File: src/rtl/elevator_pkg.sv
// Shared types and constants for the elevator request scheduler.
package elevator_pkg;

  localparam int FLOOR_W    = 5;
  localparam int MAX_FLOORS = 15;

  typedef enum logic [1:0] {
    DIR_NONE = 2'b00,
    DIR_UP   = 2'b01,
    DIR_DN   = 2'b10
  } dir_t;

  typedef enum logic [1:0] {
    IDLE,
    UP,
    DOWN,
    DWELL
  } sched_state_t;

endpackage

File: src/rtl/elevator_request_scheduler_if.sv
// Call inputs, car position and scheduler outputs towards the elevator Controller.
// call_req is a one-cycle pulse per floor with no back-pressure: every set bit is
// taken on the clock edge where it is seen. All outputs are valid every cycle.
interface elevator_request_scheduler_if #(parameter int NUM_FLOORS = 15);
  import elevator_pkg::*;

  logic [NUM_FLOORS-1:0] call_req;
  logic [FLOOR_W-1:0]    current_floor;
  logic                  at_floor;
  logic [FLOOR_W-1:0]    target_floor;
  dir_t                  direction;
  logic                  door_open;
  logic [NUM_FLOORS-1:0] pending;
  logic                  busy;
  sched_state_t          state;

  modport master (
    output call_req, current_floor, at_floor,
    input  target_floor, direction, door_open, pending, busy, state
  );

  modport slave (
    input  call_req, current_floor, at_floor,
    output target_floor, direction, door_open, pending, busy, state
  );

endinterface

File: src/rtl/elevator_request_scheduler_floor_seek.sv
// Combinational search for the nearest pending floor above and below the car.
module floor_seek
  import elevator_pkg::*;
#(
  parameter int NUM_FLOORS = MAX_FLOORS
) (
  input  logic [NUM_FLOORS-1:0] pending_i,
  input  logic [FLOOR_W-1:0]    current_floor_i,
  output logic                  up_hit_o,
  output logic [FLOOR_W-1:0]    up_floor_o,
  output logic                  dn_hit_o,
  output logic [FLOOR_W-1:0]    dn_floor_o
);

  // Scan order makes the last match win: lowest floor above, highest floor below.
  always_comb begin
    up_hit_o   = 1'b0;
    up_floor_o = '0;
    dn_hit_o   = 1'b0;
    dn_floor_o = '0;
    for (int i = NUM_FLOORS - 1; i >= 0; i--) begin
      if (pending_i[i] && (FLOOR_W'(i) > current_floor_i)) begin
        up_hit_o   = 1'b1;
        up_floor_o = FLOOR_W'(i);
      end
    end
    for (int i = 0; i < NUM_FLOORS; i++) begin
      if (pending_i[i] && (FLOOR_W'(i) < current_floor_i)) begin
        dn_hit_o   = 1'b1;
        dn_floor_o = FLOOR_W'(i);
      end
    end
  end

endmodule

File: src/rtl/elevator_request_scheduler.sv
// LOOK-policy call scheduler: latches floor calls, steers the car and times the door dwell.
module elevator_request_scheduler
  import elevator_pkg::*;
#(
  parameter int NUM_FLOORS   = 15,
  parameter int DWELL_CYCLES = 4
) (
  input logic                         clk,
  input logic                         reset,
  elevator_request_scheduler_if.slave bus
);

  localparam int             CNT_W      = $clog2(DWELL_CYCLES) + 1;
  localparam logic [CNT_W-1:0] DWELL_LOAD = CNT_W'(DWELL_CYCLES - 1);

  sched_state_t          state_q, state_d;
  dir_t                  dir_q, dir_d;
  logic [FLOOR_W-1:0]    target_q, target_d;
  logic [CNT_W-1:0]      cnt_q, cnt_d;
  logic [NUM_FLOORS-1:0] pending_q, pending_d;
  logic [NUM_FLOORS-1:0] cur_mask, call_in, clear_mask;
  logic                  cur_valid, cur_pend, call_here, dwell_entry;
  logic                  up_hit, dn_hit;
  logic [FLOOR_W-1:0]    up_floor, dn_floor, dist_up, dist_dn;

  floor_seek #(.NUM_FLOORS(NUM_FLOORS)) u_seek (
    .pending_i       (pending_q),
    .current_floor_i (bus.current_floor),
    .up_hit_o        (up_hit),
    .up_floor_o      (up_floor),
    .dn_hit_o        (dn_hit),
    .dn_floor_o      (dn_floor)
  );

  assign cur_valid = bus.current_floor < FLOOR_W'(NUM_FLOORS);
  assign cur_mask  = cur_valid ? (NUM_FLOORS'(1) << bus.current_floor) : '0;
  assign cur_pend  = |(pending_q & cur_mask);
  assign call_here = (state_q == DWELL) && |(bus.call_req & cur_mask);
  assign dist_up   = up_floor - bus.current_floor;
  assign dist_dn   = bus.current_floor - dn_floor;

  always_comb begin
    state_d  = state_q;
    dir_d    = dir_q;
    target_d = target_q;
    cnt_d    = cnt_q;
    // An out-of-range position freezes steering until the car reports a real floor.
    if (cur_valid) begin
      case (state_q)
        IDLE: begin
          target_d = bus.current_floor;
          dir_d    = DIR_NONE;
          if (cur_pend) begin
            state_d = DWELL;
          end else if (up_hit && (!dn_hit || (dist_up <= dist_dn))) begin
            state_d  = UP;
            dir_d    = DIR_UP;
            target_d = up_floor;
          end else if (dn_hit) begin
            state_d  = DOWN;
            dir_d    = DIR_DN;
            target_d = dn_floor;
          end
        end
        UP, DOWN: begin
          if (cur_pend && (bus.current_floor == target_q)) begin
            if (bus.at_floor) begin
              state_d  = DWELL;
              target_d = bus.current_floor;
            end
          end else if ((state_q == UP) && up_hit) begin
            target_d = up_floor;
          end else if ((state_q == DOWN) && dn_hit) begin
            target_d = dn_floor;
          end else begin
            state_d  = IDLE;
            dir_d    = DIR_NONE;
            target_d = bus.current_floor;
          end
        end
        DWELL: begin
          target_d = bus.current_floor;
          if (call_here) begin
            cnt_d = DWELL_LOAD;
          end else if (cnt_q != '0) begin
            cnt_d = cnt_q - CNT_W'(1);
          end else if ((dir_q == DIR_UP) && up_hit) begin
            state_d  = UP;
            target_d = up_floor;
          end else if (dn_hit) begin
            state_d  = DOWN;
            dir_d    = DIR_DN;
            target_d = dn_floor;
          end else if (up_hit) begin
            state_d  = UP;
            dir_d    = DIR_UP;
            target_d = up_floor;
          end else begin
            state_d = IDLE;
            dir_d   = DIR_NONE;
          end
        end
        default: state_d = IDLE;
      endcase
    end
    if ((state_d == DWELL) && (state_q != DWELL)) cnt_d = DWELL_LOAD;
  end

  // The clear is applied after the set, so a call racing its own service stays clear.
  assign dwell_entry = (state_d == DWELL) && (state_q != DWELL);
  assign call_in     = bus.call_req & ~((state_q == DWELL) ? cur_mask : '0);
  assign clear_mask  = dwell_entry ? cur_mask : '0;
  assign pending_d   = (pending_q | call_in) & ~clear_mask;

  always_ff @(posedge clk) begin
    if (!reset) begin
      state_q   <= IDLE;
      dir_q     <= DIR_NONE;
      target_q  <= '0;
      cnt_q     <= '0;
      pending_q <= '0;
    end else begin
      state_q   <= state_d;
      dir_q     <= dir_d;
      target_q  <= target_d;
      cnt_q     <= cnt_d;
      pending_q <= pending_d;
    end
  end

  assign bus.target_floor = target_q;
  assign bus.direction    = dir_q;
  assign bus.door_open    = (state_q == IDLE) || (state_q == DWELL);
  assign bus.pending      = pending_q;
  assign bus.busy         = (state_q != IDLE);
  assign bus.state        = state_q;

endmodule

File: src/flat_wrapper.sv
// flat-port wrapper written by rule: the top's interface ports become plain ports
module elevator_request_scheduler_flat import elevator_pkg::*;
#(
  parameter int NUM_FLOORS   = 15,
  parameter int DWELL_CYCLES = 4
)
  (clk, reset, bus_call_req, bus_current_floor, bus_at_floor, bus_target_floor, bus_direction, bus_door_open, bus_pending, bus_busy, bus_state);
  elevator_request_scheduler_if #(.NUM_FLOORS(NUM_FLOORS)) bus_i ();
  input logic clk;
  input logic reset;
  input wire logic [$bits(bus_i.call_req)-1:0] bus_call_req;
  input wire logic [$bits(bus_i.current_floor)-1:0] bus_current_floor;
  input wire logic [$bits(bus_i.at_floor)-1:0] bus_at_floor;
  output wire logic [$bits(bus_i.target_floor)-1:0] bus_target_floor;
  output wire logic [$bits(bus_i.direction)-1:0] bus_direction;
  output wire logic [$bits(bus_i.door_open)-1:0] bus_door_open;
  output wire logic [$bits(bus_i.pending)-1:0] bus_pending;
  output wire logic [$bits(bus_i.busy)-1:0] bus_busy;
  output wire logic [$bits(bus_i.state)-1:0] bus_state;
  assign bus_i.call_req = bus_call_req;
  assign bus_i.current_floor = bus_current_floor;
  assign bus_i.at_floor = bus_at_floor;
  assign bus_target_floor = bus_i.target_floor;
  assign bus_direction = bus_i.direction;
  assign bus_door_open = bus_i.door_open;
  assign bus_pending = bus_i.pending;
  assign bus_busy = bus_i.busy;
  assign bus_state = bus_i.state;
  elevator_request_scheduler #(.NUM_FLOORS(NUM_FLOORS), .DWELL_CYCLES(DWELL_CYCLES)) u_core (.clk(clk), .reset(reset), .bus(bus_i));
endmodule
File: config.mk
export PLATFORM = sky130hd
export DESIGN_NAME = elevator_request_scheduler_flat
export DESIGN_NICKNAME = d
export VERILOG_FILES = /design/src/rtl/elevator_pkg.sv /design/src/rtl/elevator_request_scheduler_if.sv /design/src/rtl/elevator_request_scheduler_floor_seek.sv /design/src/rtl/elevator_request_scheduler.sv /design/src/flat_wrapper.sv
export SDC_FILE = /design/constraint.sdc
export NUM_CORES = 1
export LEC_CHECK = 0
export BUFFER_PORTS_ARGS = -buffer_cell sky130_fd_sc_hd__buf_2
export CAP_MARGIN = 20
export CORE_MARGIN = 2
export CORE_UTILIZATION = 54
export DETAILED_ROUTE_END_ITERATION = 6
export PLACE_DENSITY_LB_ADDON = 0.12
export SYNTH_ARGS = -nofsm -noshare
export SYNTH_HDL_FRONTEND = slang
export SYNTH_SLANG_ARGS = --single-unit
File: constraint.sdc
create_clock -name clk -period 4.9 [get_ports clk]
set_clock_uncertainty 0.05 [all_clocks]
set_input_delay 0.49 -clock clk [delete_from_list [all_inputs] [get_ports clk]]
set_output_delay 0.49 -clock clk [all_outputs]
set_load 0.02 [all_outputs]
==> impl_metrics.csv <==
group,metric,value,unit
hold_path,hold_class,"reg2reg",
synth,syn_area_per_cell,7.58,sq um
synth,synthDistinctLibCells,88,
setup_path,cp_slowest_stage_delay,550,ps
timing,period_minus_slack,4720,ps
run,maxCapViolCount,0,
setup_path,crit-reg2reg-launch,"u_core.bus.pending[9]",
clock_tree,cts_buffers,3,
floorplan,fp.dieW,85.7,um
setup_path,cp-startpoint,"bus_current_floor[4]",
timing,period_share,0.963,
routing,wl,12600,um
power_and_ir_drop,p_leak,0.00182,uW
global_routing,overflow,0,
floorplan,die_h,85.7,um
final_layout,num-nets-final,595,
setup_path,crit_top_cell,"ha_1",
power_and_ir_drop,ir_drop,0.000307,V
placement,dp_hpwl,9600,um
final_layout,diodes,0,
global_routing,antenna_found_initial,0,
timing,setup_viol,0,
synth,synth_edf_count,0,
setup_path,path_delay_family,"compound AO/OA/AOI/OAI gates",
global_routing,track_usage,0.345,
synth,syn_inst,476,
floorplan,core-area,6390,sq um
setup_path,crit_path_max_fanout,8,
clock_tree,clk_pin_slew,90,ps
final_layout,final_util,0.668,
timing,finalSetupTns,0,ps
setup_path,required,4990,ps
synth,synth_common_cells,"a21oi_1, nand2_1, nor2_1, o21ai_0, inv_1",
final_layout,ff_latch_area,541,sq um
clock_tree,clk_latency,270,ps
final_layout,fillers,601,
setup_path,end_kind,"flip-flop",
floorplan,start_util,0.565,
placement,post_dp_cell_area,4160,sq um
synth,synth_nets,521,
timing,max_slew_margin,0.413,
synth,yosysTopAreaCellShare,0.150,
synth,yosysWarnings,0,
synth,syn_area,3610,sq um
routing,drc,0,
routing,dr.pass1.iters,5,
floorplan,ios,49,
final_layout,multiInputGateArea,2760,sq um
routing,wl_per_cell,20.1,um
synth,yosysTopAreaCell,"dfxtp_1",
final_layout,drive_above_1_share,0.259,
setup_path,critical_path_buf_inv_count,3,
global_routing,grt_pass1_vias,3809,
final_layout,final_area,4260,sq um
routing,dr_total_vias,4165,
placement,io_buffers,48,
placement,gp_congestion,0.982,
global_routing,grt_max_degree,21,
timing,rsz0062_at_grt,"no",
routing,drt_iter0_markers,660,
setup_path,path_class,"in2reg",
global_routing,grt_first_pass_wirelength,20300,um
synth,synth-async-reset-ratio,0,
power_and_ir_drop,p_per_area,291,nW/um^2
clock_tree,cts_sinks,27,
floorplan,num_rows,29,
routing,antenna_left,0,
setup_path,start_kind,"primary input",
hold_path,worstHoldStart,"u_core.bus.direction[1]",
setup_path,path_cells,"buf_2 > or4_1 > a32oi_1 > o22a_1 > o221ai_1 > a21oi_1 > inv_1 > ha_1 > fa_2 > ha_1 > nor2b_1 > o21a_1 > o21ai_0 > a21oi_2 > buf_4 > a21oi_4 > mux2_1 > a221oi_1 > a2111oi_1",
floorplan,dieArea,7350,sq um
timing,fmax,212,MHz
timing,tightest_slew,877,ps
final_layout,area_growth,18.3,%
setup_path,cp.arrival,4810,ps
synth,synth_most_common_cell,"a21oi_1",
synth,synth_seq_cells,27,
routing,via_per_inst,6.65,
timing,slew_violations,0,
clock_tree,cts_buffer_depth,2,
status,status,"completed",
clock_tree,cts_tree,"done",
synth,ys.flop_type,"dfxtp_1",
setup_path,cp_slowest_cell,"or4_1",
timing,hold_violations,0,
clock_tree,cts_max_level,1,
power_and_ir_drop,fin_total_pwr,1240,uW
timing,holdWs,467,ps
synth,ys_seq_area_frac,0.150,
clock_tree,cts-root-buf,"clkbuf_8",
synth,ys_top_cells_by_area,"dfxtp_1, ha_1, a21oi_1, o21ai_0, nand3_1",
[per-stage QoR]
| step | instances | setup WS, ps |
|---|---|---|
| 2_1_floorplan | 476 | 1.46 |
| 3_3_place_gp | 619 | 74.7 |
| 3_5_place_dp | 619 | -34.1 |
| 4_1_cts | 623 | 257 |
| 5_1_grt | 626 | 3.96 |
| 6_report | 626 | 182 |
[final cells by class]
class / instances / share of cell area
clock buffer: 4 / 0.0106
multi-input combinational: 382 / 0.647
inverter: 32 / 0.0282
timing repair buffer: 104 / 0.165
sequential: 27 / 0.127
tap: 77 / 0.0226
[worst paths after layout]
| path | end | cells past startpoint | slack, ps |
|---|---|---|---|
| min reg2reg | u_core.bus.direction[1] | 2 | 470 |
| max | u_core.bus.target_floor[2] | 19 | 180 |
| max reg2reg | u_core.bus.target_floor[2] | 17 | 420 |
| min | u_core.bus.direction[1] | 2 | 470 |
[placed cells by master (no fill, tap or decap), drive strengths merged, types with 14 or more instances in the layout]
cell type / n
inv: 32
nor2: 32
ha: 20
nand3: 26
o21ai: 35
nand2: 32
buf: 103
a21oi: 37
nor3: 14
dfxtp: 27
[metal layers]
metal | GRT usage | vias up | routed length [um]
met5 | 0 | - | 0
li1 | - | 1956 | -
met3 | 0.0241 | 24 | 1280
met2 | 0.523 | 259 | 5600
met4 | 0.0996 | 0 | 229
met1 | 0.524 | 1926 | 5500
[cells by family (layout without fill, tap and decap cells)]
kind of cell | Yosys count | in the layout | share of synthesized area
AOI/OAI and AO/OA | 184 | 184 | 0.376
xor gates and xnor gates | 12 | 12 | 0.0291
adders and majority gates | 22 | 22 | 0.0805
buffers and inverters | 67 | 140 | 0.0937
DFF | 27 | 27 | 0.150
muxes | 13 | 13 | 0.0437
and+or+nand+nor | 151 | 151 | 0.227
[timing repair]
| item | CTS | global route |
|---|---|---|
| hold buffers | 0 | 0 |
| resized for setup | 0 | 3 |
| endpoints found under the setup margin | 0 | 10 |
| buffers inserted | 0 | 2 |
[report_power, final]
part	switching [uW]	internal (uW)	total, uW	leakage [uW]
Combinational	475	348	822	0.00157
Clock	69.2	58.3	128	0.0000228
Sequential	42.5	250	292	0.000224
Total	586	656	1240	0.00182
[worst register-to-register path, stage by stage, from the launching register on]
cell	delay, ps
dfxtp_1	460
o311a_1	390
o21ai_0	170
o221ai_1	180
a21oi_1	240
inv_1	70
ha_1	220
fa_2	530
ha_1	230
nor2b_1	130
o21a_1	150
o21ai_0	220
a21oi_2	120
buf_4	160
a21oi_4	250
mux2_1	360
a221oi_1	290
a2111oi_1	110
[registers in the layout (all words and copies together), names as in the netlist]
name,cells
u_core.bus.target_floor,5
u_core.bus.state,2
u_core.cnt_q,3
u_core.bus.direction,2
u_core.bus.pending,15
Note: power is estimated with default switching activity, not from simulation.
